<file path="config.mk">
export PLATFORM = sky130hd
export DESIGN_NAME = sync_fifo_ctrl_buffer
export DESIGN_NICKNAME = d
export VERILOG_FILES = /design/src/rtl/sync_fifo_ctrl_buffer.sv
export SDC_FILE = /design/constraint.sdc
export NUM_CORES = 1
export LEC_CHECK = 0
export ABC_AREA = 1
export CORE_MARGIN = 2
export CORE_UTILIZATION = 26
export DETAILED_ROUTE_END_ITERATION = 6
export GPL_TIMING_DRIVEN = 0
export PLACE_DENSITY_LB_ADDON = 0.1
export SLEW_MARGIN = 20
export SYNTH_ARGS = -nofsm -noshare
export SYNTH_HDL_FRONTEND = slang
export SYNTH_SLANG_ARGS = --single-unit
</file>
<file path="constraint.sdc">
create_clock -name CLK -period 3.3 [get_ports CLK]
set_clock_uncertainty 0.1 [all_clocks]
set_input_delay 0.495 -clock CLK [delete_from_list [all_inputs] [get_ports CLK]]
set_output_delay 0.495 -clock CLK [all_outputs]
set_load 0.1 [all_outputs]
</file>
<file path="src/rtl/sync_fifo_ctrl_buffer.sv">
//==============================================================================
// Module   : sync_fifo_ctrl_buffer
// Brief    : Single-clock FIFO with pointer control, occupancy level,
//            almost-full/almost-empty thresholds and sticky error flags.
//            Define SYNC_FIFO_FWFT_EN for first-word fall-through read data.
// Revision : 1.0 - initial release
//==============================================================================
`default_nettype none

module sync_fifo_ctrl_buffer #(
    parameter int DATA_WIDTH   = 8,
    parameter int FIFO_DEPTH   = 8,
    parameter int ADDRESS_BITS = 3,
    parameter int AF_LEVEL     = 6,
    parameter int AE_LEVEL     = 2
) (
    input  logic                    CLK,
    input  logic                    RST,
    input  logic                    WINC,
    input  logic [DATA_WIDTH-1:0]   W_DATA,
    input  logic                    RINC,
    input  logic                    CLR_ERR,
    output logic [DATA_WIDTH-1:0]   R_DATA,
    output logic                    FULL,
    output logic                    EMPTY,
    output logic                    ALMOST_FULL,
    output logic                    ALMOST_EMPTY,
    output logic [ADDRESS_BITS:0]   LEVEL,
    output logic                    OVERFLOW,
    output logic                    UNDERFLOW
);

    localparam logic [ADDRESS_BITS-1:0] c_LAST_PTR  = ADDRESS_BITS'(FIFO_DEPTH - 1);
    localparam logic [ADDRESS_BITS:0]   c_DEPTH_LVL = (ADDRESS_BITS + 1)'(FIFO_DEPTH);
    localparam logic [ADDRESS_BITS:0]   c_AF_LVL    = (ADDRESS_BITS + 1)'(AF_LEVEL);
    localparam logic [ADDRESS_BITS:0]   c_AE_LVL    = (ADDRESS_BITS + 1)'(AE_LEVEL);

    logic [DATA_WIDTH-1:0]   r_mem [0:FIFO_DEPTH-1];
    logic [ADDRESS_BITS-1:0] r_wr_ptr;
    logic [ADDRESS_BITS-1:0] r_rd_ptr;
    logic [ADDRESS_BITS:0]   r_level;
    logic [DATA_WIDTH-1:0]   r_rdata;
    logic                    r_full;
    logic                    r_empty;
    logic                    r_almost_full;
    logic                    r_almost_empty;
    logic                    r_overflow;
    logic                    r_underflow;

    logic                    w_rd_acc;
    logic                    w_wr_acc;
    logic [ADDRESS_BITS-1:0] w_wr_ptr_nxt;
    logic [ADDRESS_BITS-1:0] w_rd_ptr_nxt;
    logic [ADDRESS_BITS:0]   w_level_nxt;
    logic [DATA_WIDTH-1:0]   w_rdata_nxt;
`ifdef SYNC_FIFO_FWFT_EN
    logic [ADDRESS_BITS:0]   w_level_after_pop;
`endif

    // A write into a full FIFO is still accepted when a read frees a slot in the same cycle.
    always_comb begin
        w_rd_acc     = RINC & ~r_empty;
        w_wr_acc     = WINC & (~r_full | w_rd_acc);
        w_wr_ptr_nxt = r_wr_ptr;
        w_rd_ptr_nxt = r_rd_ptr;
        if (w_wr_acc) begin
            w_wr_ptr_nxt = (r_wr_ptr == c_LAST_PTR) ? '0 : r_wr_ptr + 1'b1;
        end
        if (w_rd_acc) begin
            w_rd_ptr_nxt = (r_rd_ptr == c_LAST_PTR) ? '0 : r_rd_ptr + 1'b1;
        end
        case ({w_wr_acc, w_rd_acc})
            2'b10:   w_level_nxt = r_level + 1'b1;
            2'b01:   w_level_nxt = r_level - 1'b1;
            default: w_level_nxt = r_level;
        endcase
    end

`ifdef SYNC_FIFO_FWFT_EN
    // The new head is the incoming word when nothing older survives the pop.
    always_comb begin
        w_level_after_pop = r_level - {{ADDRESS_BITS{1'b0}}, w_rd_acc};
        if (w_level_nxt == '0) begin
            w_rdata_nxt = '0;
        end else if (w_wr_acc && (w_level_after_pop == '0)) begin
            w_rdata_nxt = W_DATA;
        end else begin
            w_rdata_nxt = r_mem[w_rd_ptr_nxt];
        end
    end
`else
    always_comb begin
        w_rdata_nxt = w_rd_acc ? r_mem[r_rd_ptr] : r_rdata;
    end
`endif

    always_ff @(posedge CLK) begin
        if (w_wr_acc && !RST) begin
            r_mem[r_wr_ptr] <= W_DATA;
        end
    end

    always_ff @(posedge CLK) begin
        if (RST) begin
            r_wr_ptr       <= '0;
            r_rd_ptr       <= '0;
            r_level        <= '0;
            r_rdata        <= '0;
            r_full         <= 1'b0;
            r_empty        <= 1'b1;
            r_almost_full  <= 1'b0;
            r_almost_empty <= 1'b1;
            r_overflow     <= 1'b0;
            r_underflow    <= 1'b0;
        end else begin
            r_wr_ptr       <= w_wr_ptr_nxt;
            r_rd_ptr       <= w_rd_ptr_nxt;
            r_level        <= w_level_nxt;
            r_rdata        <= w_rdata_nxt;
            r_full         <= (w_level_nxt == c_DEPTH_LVL);
            r_empty        <= (w_level_nxt == '0);
            r_almost_full  <= (w_level_nxt >= c_AF_LVL);
            r_almost_empty <= (w_level_nxt <= c_AE_LVL);
            // A new error event outranks a simultaneous clear.
            if (WINC && !w_wr_acc) begin
                r_overflow <= 1'b1;
            end else if (CLR_ERR) begin
                r_overflow <= 1'b0;
            end
            if (RINC && !w_rd_acc) begin
                r_underflow <= 1'b1;
            end else if (CLR_ERR) begin
                r_underflow <= 1'b0;
            end
        end
    end

    assign R_DATA       = r_rdata;
    assign FULL         = r_full;
    assign EMPTY        = r_empty;
    assign ALMOST_FULL  = r_almost_full;
    assign ALMOST_EMPTY = r_almost_empty;
    assign LEVEL        = r_level;
    assign OVERFLOW     = r_overflow;
    assign UNDERFLOW    = r_underflow;

endmodule

`default_nettype wire
</file>
==> results of run 1 <==
area by class of cell:
type	count	area, um^2
fillers	1411	9280
flip-flops and latches	88	2400
multi-input cells	207	1030
repair buffers	29	290
clock buffers	11	253
well taps	180	225
inverters	24	92.6
plain buffers	14	86.3
clock inverters	5	62.6
state kept, by name, summed over array words and instances (netlist names):
name and count:
r_mem 64, R_DATA 8, LEVEL 4, r_rd_ptr 3
r_wr_ptr 3, ALMOST_EMPTY 1, ALMOST_FULL 1, EMPTY 1
FULL 1, OVERFLOW 1, UNDERFLOW 1
worst max-delay path by stage:
| stage | depth (start not counted) | to | startpoint | slack (ns) |
|---|---|---|---|---|
| 2_1_floorplan | 20 | EMPTY | EMPTY | 0.50 |
| 3_3_place_gp | 18 | ALMOST_FULL | RINC | 0.25 |
| 3_5_place_dp | 18 | ALMOST_FULL | RINC | 0.26 |
| 4_1_cts | 18 | ALMOST_FULL | RINC | 0.62 |
| 5_1_grt | 21 | EMPTY | RINC | 0.25 |
| 6_report | 18 | ALMOST_FULL | RINC | 0.63 |
through the flow:
| stage | setup WS, ns | util, % | std cells | hold WS, ns | instance area, um^2 |
|---|---|---|---|---|---|
| after floorplan | 0.503 | - | 333 | 0.393 | 3610 |
| after global placement | 0.254 | 30.1 | 542 | 0.352 | 4130 |
| after global routing | 0.250 | 32.4 | 558 | 0.387 | 4440 |
| after CTS | 0.623 | 32.4 | 558 | 0.368 | 4440 |
| final | 0.625 | 32.4 | 558 | 0.366 | 4440 |
| after detailed placement | 0.259 | 30.1 | 542 | 0.358 | 4130 |
cells by family (layout without fill, tap and decap cells):
logic type      after synthesis  in the layout
simple gates                117            117
flops                        88             88
compound gates               81             81
buf+inv                      38             83
fa+ha+maj                     7              7
xor+xnor                      2              2
layer usage:
metal  routed length, um  vias up
li1                    -     1228
met1                3820     1178
met2                4360       41
met3                 287       15
met4                 249        0
met5                   0        -
placed cells by master, fill, tap and decap left out, types with 2 or more instances in the layout:
cell type and count:
inv_6 2, nor2_1 63, o211ai_1 16, clkbuf_2 2
nand3_1 6, edfxtp_1 64, clkbuf_16 9, clkinvlp_4 2
nand2_2 2, a21oi_1 17, buf_6 2, o21ai_1 7
clkbuf_8 2, o21ai_0 39, dfxtp_1 24, clkdlybuf4s50_1 29
buf_4 2, inv_1 21, nand2_1 42, buf_2 7
a211oi_1 2, xnor2_1 2, ha_1 7, nand2_4 2
critical path: cells and delay by family:
kind                     cells  cell delay [ns]
AO/OA/AOI/OAI                1             0.18
adder cells (fa/ha/maj)      2             0.40
buffers and inverters        7             0.99
AND/OR/NAND/NOR              8             0.80
report_power, final:
group,switching (uW),internal [uW],total (uW)
Sequential,74.5,1300,1370
Clock,446,634,1080
Combinational,967,336,1300
==> metrics.md, run 1 <==
| Metric | Value |
|---|---|
| Rows | 43 |
| Clock Path Buffers | 2 |
| Seq/Total Area, Yosys | 66.5% |
| Die Width | 122 um |
| Residual DRC count | 0 |
| TritonCTS buffer count | 9 |
| Status | finished, final reports clean |
| Worst-path clk slew | 0.07 ns |
| Area share of fa/ha/maj cells after synthesis | 2.42% |
| Area growth syn-to-layout | 23.0% |
| R2R setup slack | 0.94 ns |
| EDFF count, synth | 64 |
| IO Port Bufs | 29 |
| Critical path, cell by cell | clkdlybuf4s50_1 -> inv_1 -> or2_1 -> buf_6 -> inv_4 -> buf_6 -> ha_1 -> nor2_1 -> nor2_1 -> ha_1 -> inv_1 -> nand2_1 -> inv_1 -> nand2_1 -> nand2_1 -> nand2_1 -> nand3_1 -> o21ai_0 |
| Dpl hpwl | between 5 and 6 mm |
| Hold_sp | OVERFLOW |
| Placer Congestion | 0.772 |
| Area fraction in compound gates after synthesis | 12.5% |
| GRT Overall Usage | 12.8% |
| CP endpoint kind | flop |
| XOR/XNOR Fraction of Synth Area | less than 1% |
| RSZ-0062 raised after global routing | false |
| Iteration-0 DRC Markers | ~170 |
| Arrival @ worst endpoint | 2.85 ns |
| Setup bufs post-CTS | 0 |
| Mux cell area share after synthesis | 0% |
| Synth warnings | 0 |
| Synth area leaders | edfxtp_1 (53%), dfxtp_1 (13%), nor2_1 (6.5%) |
| PwrDens | approximately 840 nW/um^2 |
| Fmax | 374 MHz |
| CP max stage cell | clkdlybuf4s50_1 |
| First-pass GRT wire length | 13.7 mm |
| Core area | 13700 um^2 |
| RR Startpoint | EMPTY |
| Post-synth top cells | edfxtp_1 (64), nor2_1 (63), nand2_1 (42), o21ai_0 (39), dfxtp_1 (24) |
| R2R depth | 16 |
| Initial antenna violation count | 0 |
| Nets@finish | approximately 390 |
| # setup viols final | 0 |
| Die Span Y | 122 um |
| CTS resizes | 0 |
| Pin count of the biggest net entering global routing | 16 |
| Initial Util | around a quarter |
| Leading area contributor after synthesis | edfxtp_1 |
| Setup CP Type | primary input to flop |
| Asr flop ratio synth | 0% |
| CTS hold repair buffers | 0 |
| CP startpoint kind | primary input |
| Antenna Cells | 0 |
| Detail Route Antenna Nets | 0 |
| Grt met2 use | 20.4% |
| Tot Pwr | 3750 uW |
| Clock sink total | 88 |
| Slew Viols, Final | 0 |
| RR Endpoint | ALMOST_FULL |
| Synth top area share | ~53% |
| Die ar. | 14900 um^2 |
| Top-count cell post-synth | edfxtp_1 |
| Post-synth net total | 353 |
| Minimum clock period after layout | 2.67 ns |
| Grt met1 use | between 10% and 20% |
| Max-cap violations | 0 |
| Final Hold Fails | 0 |
| HP Class | flop to flop |
| Crit-path max FO | 11 |
| Yosys reg bits | 88 |
| Largest family of logic cells by synthesized area | simple AND/OR/NAND/NOR gates |
| GRT Max-Usage Layer | met2 |
| Hold Crit Depth | 2 |
| Ports | 31 |
| Synth Area per Inst | 10.9 um^2 |
| Setup_tns | 0 ns |
| Clk Latency, worst-skew pair | 0.35 ns |
| Mapped Cells | around 330 |
| Vias in the first global route | ~2500 |
| Netlist Area Pre-Place | between 3000 and 4000 um^2 |
| Fin crit share | slightly above 80% |
| H-tree levels | 3 |
| Met3 GRT Util | 3.23% |
| Most used cell, CP | nand2_1 |
| Top_reg_cell synth | edfxtp_1 |
| Share of cells above drive strength 1 | 9.52% |
| Hold Path End | OVERFLOW |
| Root Driver | clkbuf_16 |
| Delay of the slowest critical-path stage | approximately 0.48 ns |
| Wirelength, routed | 8.72 mm |
| CTS tree | done |
| Relative slew slack | 34.7% |
| Drt pass-1 iters | 4 |
| Vias | 2462 |
| Grt total ovfl | 0 |
| CP required | 3.47 ns |
| Yosys cell types | 25 |
| Worst vdd ir | between 0.6 and 0.7 mV |
| P_leak | ~0.0016 uW |
| Simple-gate share of the synthesized area | 13.2% |
| Post-DR vias/cell | 4.41 |
| Worst Max-Slew Pin Slew | 0.976 ns |
| WL/cell | ~16 um |
(Power assumes the default switching activity.)
==> run 2: changes to the inputs <==
Clock period 3.3 ns to 2.7 ns, I/O delays scaled along.
==> run 2 against run 1 <==
Against the previous run: total power rose by 21%; core utilization grew 0.082 points; hold slack got worse by 0.072 ns; worst setup slack worse by 0.38 ns; critical endpoint unchanged; clock power up 16%; critical path type unchanged; wire length is 1.2% lower; die area is the same; largest cell class unchanged; sequential power increased by 23%; combinational power up 24%; flip-flop and latch count did not move.
==> metrics.md, run 2 (synthesis gave the netlist of run 1 again) <==
| Metric | Value |
|---|---|
| Residual DRC count | 0 |
| Root Driver | clkbuf_16 |
| Internal power | roughly 2700 uW |
| Die Width | 122 um |
| Initial antenna violation count | 0 |
| Design area | 4460 um^2 |
| Fin cells | 558 |
| Most common cell after layout, fill and taps aside | edfxtp_1 |
| Post-DR vias/cell | 4.46 |
| Iteration-0 DRC Markers | 218 |
| # setup viols final | 0 |
| Sw Ratio | around two fifths |
| Fin crit share | 90.9% |
| Final Hold Fails | 0 |
| Minimum clock period after layout | 2.45 ns |
| Worst Max-Slew Pin Slew | 0.979 ns |
| Dpl hpwl | 6.11 mm |
| Final hold slack | 0.294 ns |
| Clk Latency, worst-skew pair | 0.34 ns |
| GRT Overall Usage | ~13% |
| WL/cell | 15.4 um |
| Setup CP Type | primary input to flop |
| Wirelength, routed | 8.61 mm |
| Ports | 31 |
| H-tree levels | 3 |
| CTS tree | done |
| Antenna Cells | 0 |
| Core area | 13700 um^2 |
| Area growth syn-to-layout | 23.3% |
| R2R setup slack | 0.48 ns |
| RR Endpoint | ALMOST_FULL |
| Grt total ovfl | 0 |
| Die Span Y | 122 um |
| Placer Congestion | 0.814 |
| Share of cells above drive strength 1 | 10.6% |
| Fmax | around 410 MHz |
| Nets@finish | 393 |
| PwrDens | around 1000 nW/um^2 |
| Setup crit start | RINC |
| Die ar. | 14900 um^2 |
| Rows | 43 |
| Commonest cells after routing, fill and taps aside | edfxtp_1 (64), nor2_1 (62), nand2_1 (41), o21ai_0 (39), clkdlybuf4s50_1 (29) |
| Vias | 2490 |
| Pin count of the biggest net entering global routing | 16 |
| Clock share of power | 27.6% |
| Max-cap violations | 0 |
| Worst-path clk slew | 0.06 ns |
| Hold_sp | RST |
| Clock Path Buffers | 2 |
| HP Class | primary input to flop |
| Psw | 1820 uW |
| IO Port Bufs | 29 |
| Crit-path max FO | 9 |
| CP startpoint kind | primary input |
| Detail Route Antenna Nets | 0 |
| Flip-flop count of the largest register after layout | 64 |
| CTS hold repair buffers | 0 |
| R2R depth | 17 |
| Seq pwr share | 36.9% |
| Relative slew slack | ~35% |
| TritonCTS buffer count | 9 |
| CP required | 2.87 ns |
| Post-Place Cell Area | 4130 um^2 |
| Comb power frac | 35.6% |
| Slew Viols, Final | 0 |
| P_leak | 0.00160 uW |
| RSZ-0062 raised after global routing | false |
| Worst vdd ir | 0.535 mV |
| Initial Util | 26.3% |
| RR Startpoint | EMPTY |
| Arrival @ worst endpoint | approximately 2.6 ns |
| Clock sink total | 88 |
| CP endpoint kind | flop |
| Vias in the first global route | roughly 2500 |
| Largest Register | r_mem |
| Placed insts | between 500 and 600 |
| Tot Pwr | 4540 uW |
| Drt pass-1 iters | 4 |
| Status | finished, final reports clean |
| CP endpoint | ALMOST_FULL |
| First-pass GRT wire length | 13.6 mm |
| Setup_tns | 0 ns |
| Filler Cell Count | 1415 |
run 2: changes by cell type in the layout (fill, tap and decap cells not counted), sizes merged:
cell,delta
inv,-1
clkinvlp,-1
clkbuf,-1
clkinv,+3
run 2: final cells by class:
class	count	area [um^2]	share of cell area [%]
buffer	13	75.1	1.68
timing repair buffer	30	298	6.68
inverter	24	95.1	2.13
sequential	88	2400	53.9
clock buffer	10	229	5.14
clock inverter	6	68.8	1.54
multi-input combinational	207	1060	23.8
tap	180	225	5.05
run 2: worst min-delay path by stage:
stage,cells past startpoint,slack (ns),endpoint
after global placement,2,0.35,UNDERFLOW
final,2,0.29,LEVEL[0]
after floorplan,2,0.39,r_wr_ptr[2]
after global routing,2,0.31,OVERFLOW
after detailed placement,2,0.36,OVERFLOW
after CTS,2,0.29,LEVEL[0]
run 2: per-stage QoR:
stage	setup WS [ns]	utilization, %
6_report	0.247	32.5
5_1_grt	0.00811	32.5
4_1_cts	0.102	32.3
3_5_place_dp	-0.269	30.1
3_3_place_gp	-0.249	30.1
2_1_floorplan	0.183	-
run 2: timing repair:
action | CTS | global route
endpoints found under the setup margin | 0 | 5
setup buffers | 0 | 1
resized for setup | 0 | 7
run 2: critical path: stages:
cell	delay, ns
clkdlybuf4s50_1	0.47
inv_1	0.04
or2_1	0.21
buf_6	0.14
nand2_4	0.07
nand2_8	0.08
ha_4	0.19
nand2_1	0.06
inv_1	0.05
nor2_2	0.12
ha_2	0.17
inv_1	0.03
nand2_1	0.07
inv_1	0.04
nand2_1	0.06
nand2_1	0.06
nand2_2	0.06
nand3_1	0.12
o21ai_0	0.18
run 2: layer usage:
| layer | routed length, um | up-vias | GRT usage (%) |
|---|---|---|---|
| met4 | 340 | 0 | 6.68 |
| met1 | 3790 | 1189 | 15.9 |
| met3 | 357 | 21 | 3.93 |
| met5 | 0 | - | 0 |
| li1 | - | 1232 | - |
| met2 | 4120 | 48 | 19.8 |
run 2: power groups by stage:
| stage | logic, uW | clock network (uW) | registers [uW] |
|---|---|---|---|
| 6_report | 1610 | 1250 | 1680 |
| 5_1_grt | 1770 | 1340 | 1690 |
| 4_1_cts | 1620 | 1280 | 1680 |
| 3_5_place_dp | 1620 | 0 | 1710 |
| 3_3_place_gp | 1620 | 0 | 1700 |
| 2_1_floorplan | 579 | 0 | 2310 |
==> run 3: changes to the inputs <==
Settings changed: CORE_MARGIN 2 to 3, CTS_CLUSTER_DIAMETER set to 30.
==> run 3 against run 2 <==
Against the previous run: non-clock buffer count grew 4; wire length increased by 6.7%; combinational power is 3% higher; cell count did not move; sequential power is essentially flat; worst setup slack got worse by 0.069 ns; first-iteration DRC count shrank 28%; fmax fell by 2.7%.
==> metrics.md, run 3 (synthesis gave the netlist of run 1 again) <==
| Metric | Value |
|---|---|
| CP endpoint | EMPTY |
| RSZ-0062 raised after global routing | true |
| Comb power frac | a little over a third |
| Psw | 1800 uW |
| Tot Pwr | about 4500 uW |
| Placer Congestion | 0.738 |
| Slew Viols, Final | 0 |
| Clock Path Buffers | 2 |
| # setup viols final | 0 |
| Worst-path clk slew | 0.06 ns |
| Wirelength, routed | between 9 and 10 mm |
| Dpl hpwl | a little over 6 mm |
| Clock share of power | a little over a quarter |
| Clk Latency, worst-skew pair | 0.33 ns |
| Initial Util | 27.0% |
| PwrDens | 1020 nW/um^2 |
| WL/cell | between 15 and 20 um |
| Grt met1 use | 18.0% |
| Relative slew slack | between 30% and 40% |
| Fmax | 397 MHz |
| Status | finished, final reports clean |
| Worst Max-Slew Pin Slew | between 0.9 and 1 ns |
| Area growth syn-to-layout | 23.5% |
| Filler Cell Count | 1370 |
| IO Port Bufs | 29 |
| Most common cell after layout, fill and taps aside | edfxtp_1 |
| CP endpoint kind | flop |
| DP Worst Slack | -0.313 ns |
| Post-DR vias/cell | 4.39 |
| Rows | between 40 and 50 |
| Clock sink total | slightly below 90 |
| Fin cells | 558 |
| Crit-path max FO | 9 |
| Detail Route Antenna Nets | 0 |
| Seq pwr share | 36.9% |
| Fin crit share | approximately 93% |
| Commonest cells after routing, fill and taps aside | edfxtp_1 (64), nor2_1 (60), nand2_1 (42), o21ai_0 (39), clkdlybuf4s50_1 (29) |
| Iteration-0 DRC Markers | around 160 |
| Final Util | 33.3% |
| CP required | 2.83 ns |
| Grt total ovfl | 0 |
| Residual DRC count | 0 |
| Internal power | between 2000 and 3000 uW |
| Vias in the first global route | 2378 |
| P_leak | about 0.0016 uW |
| Die Width | roughly 120 um |
| Minimum clock period after layout | about 2.5 ns |
| Max-cap violations | 0 |
| CP startpoint kind | primary input |
| Setup_tns | 0 ns |
| Final Hold Fails | 0 |
| Vias | 2452 |
| Setup ws final | roughly 0.18 ns |
| Initial antenna violation count | 0 |
| First-pass GRT wire length | 14.1 mm |
| HP Class | primary input to flop |
| Pin count of the biggest net entering global routing | 14 |
| GRT Max-Usage Layer | met2 |
| Antenna Cells | 0 |
| Worst vdd ir | 0.355 mV |
| Nets@finish | between 300 and 400 |
| Setup crit start | RINC |
| Root Driver | clkbuf_16 |
| R2R depth | 20 |
| Drt pass-1 iters | 5 |
| RR Startpoint | EMPTY |
| RR Endpoint | EMPTY |
| Largest Register | r_mem |
| Die ar. | 15300 um^2 |
| GRT Overall Usage | 12.8% |
| Arrival @ worst endpoint | 2.66 ns |
| R2R setup slack | 0.41 ns |
| Ports | 31 |
| Sw Ratio | 39.7% |
| TritonCTS buffer count | 9 |
| Placed insts | 538 |
| Flip-flop count of the largest register after layout | 64 |
| CTS tree | done |
| Die Span Y | 124 um |
| Grt met2 use | 19.8% |
| Met3 GRT Util | roughly 2.0% |
| H-tree levels | 3 |
| Share of cells above drive strength 1 | 10.7% |
| Setup CP Type | primary input to flop |
| Core area | 13400 um^2 |
## run 3: cell count changes in the layout (fill, tap and decap cells not counted), sizes merged
| cell | delta |
|---|---|
| buf | +4 |
| clkbuf | +1 |
| inv | -1 |
## run 3: metal layers
layer,vias up,part of all wire [%]
met5,-,0
met4,0,1.5
met3,10,2.8
met2,35,47
met1,1168,49
li1,1239,-
## run 3: critical path, stage by stage
cell             delay (ns)
clkdlybuf4s50_1        0.48
inv_1                  0.04
or2_1                  0.21
buf_6                  0.15
nand2_4                0.06
nand2_4                0.10
ha_4                   0.20
nand2_1                0.05
inv_1                  0.05
nor2_2                 0.12
ha_1                   0.15
inv_1                  0.03
nand2_1                0.08
inv_1                  0.05
nand2_1                0.06
nand2_1                0.05
nand2_1                0.07
nand2_1                0.05
nand2_1                0.09
nand2_1                0.06
nand2_1                0.07
inv_1                  0.04
## run 3: power by group through the flow
stage	sequential (uW)	clock, uW	combinational, uW
2_1_floorplan	2310	0	579
3_5_place_dp	1710	0	1630
3_3_place_gp	1710	0	1630
5_1_grt	1700	1290	1800
6_report	1680	1200	1660
4_1_cts	1680	1240	1630
## run 3: area by class of cell
cell class	count	area [um^2]	share of cell area [%]
Clock buffer	11	233	5.22
Multi-Input combinational cell	207	1050	23.6
Timing Repair Buffer	33	320	7.18
Inverter	24	95.1	2.13
Sequential cell	88	2400	53.9
Buffer	14	90.1	2.02
Tap cell	176	220	4.94
Clock inverter	5	47.5	1.07
## run 3: timing repair
action                                  4_1_cts  5_1_grt
gates resized for setup                       0        6
endpoints found under the setup margin        0        5
endpoints found under the hold margin         0        0
hold buffers                                  0        0
buffers inserted                              0        4
## run 3: worst min path at each step
| stage | start | end | slack [ns] | cells after the start |
|---|---|---|---|---|
| after floorplan | r_wr_ptr[2] | r_wr_ptr[2] | 0.39 | 2 |
| after global placement | UNDERFLOW | UNDERFLOW | 0.35 | 2 |
| after detailed placement | OVERFLOW | OVERFLOW | 0.36 | 2 |
| after CTS | RST | LEVEL[0] | 0.31 | 2 |
| after global routing | RST | LEVEL[0] | 0.35 | 2 |
| final | RST | LEVEL[0] | 0.32 | 2 |
## run 3: per-stage QoR
stage                     hold WS (ns)  area (um^2)
after detailed placement         0.359         4130
after floorplan                  0.393         3610
after global placement           0.351         4130
after global routing             0.352         4460
after CTS                        0.311         4410
final                            0.316         4460
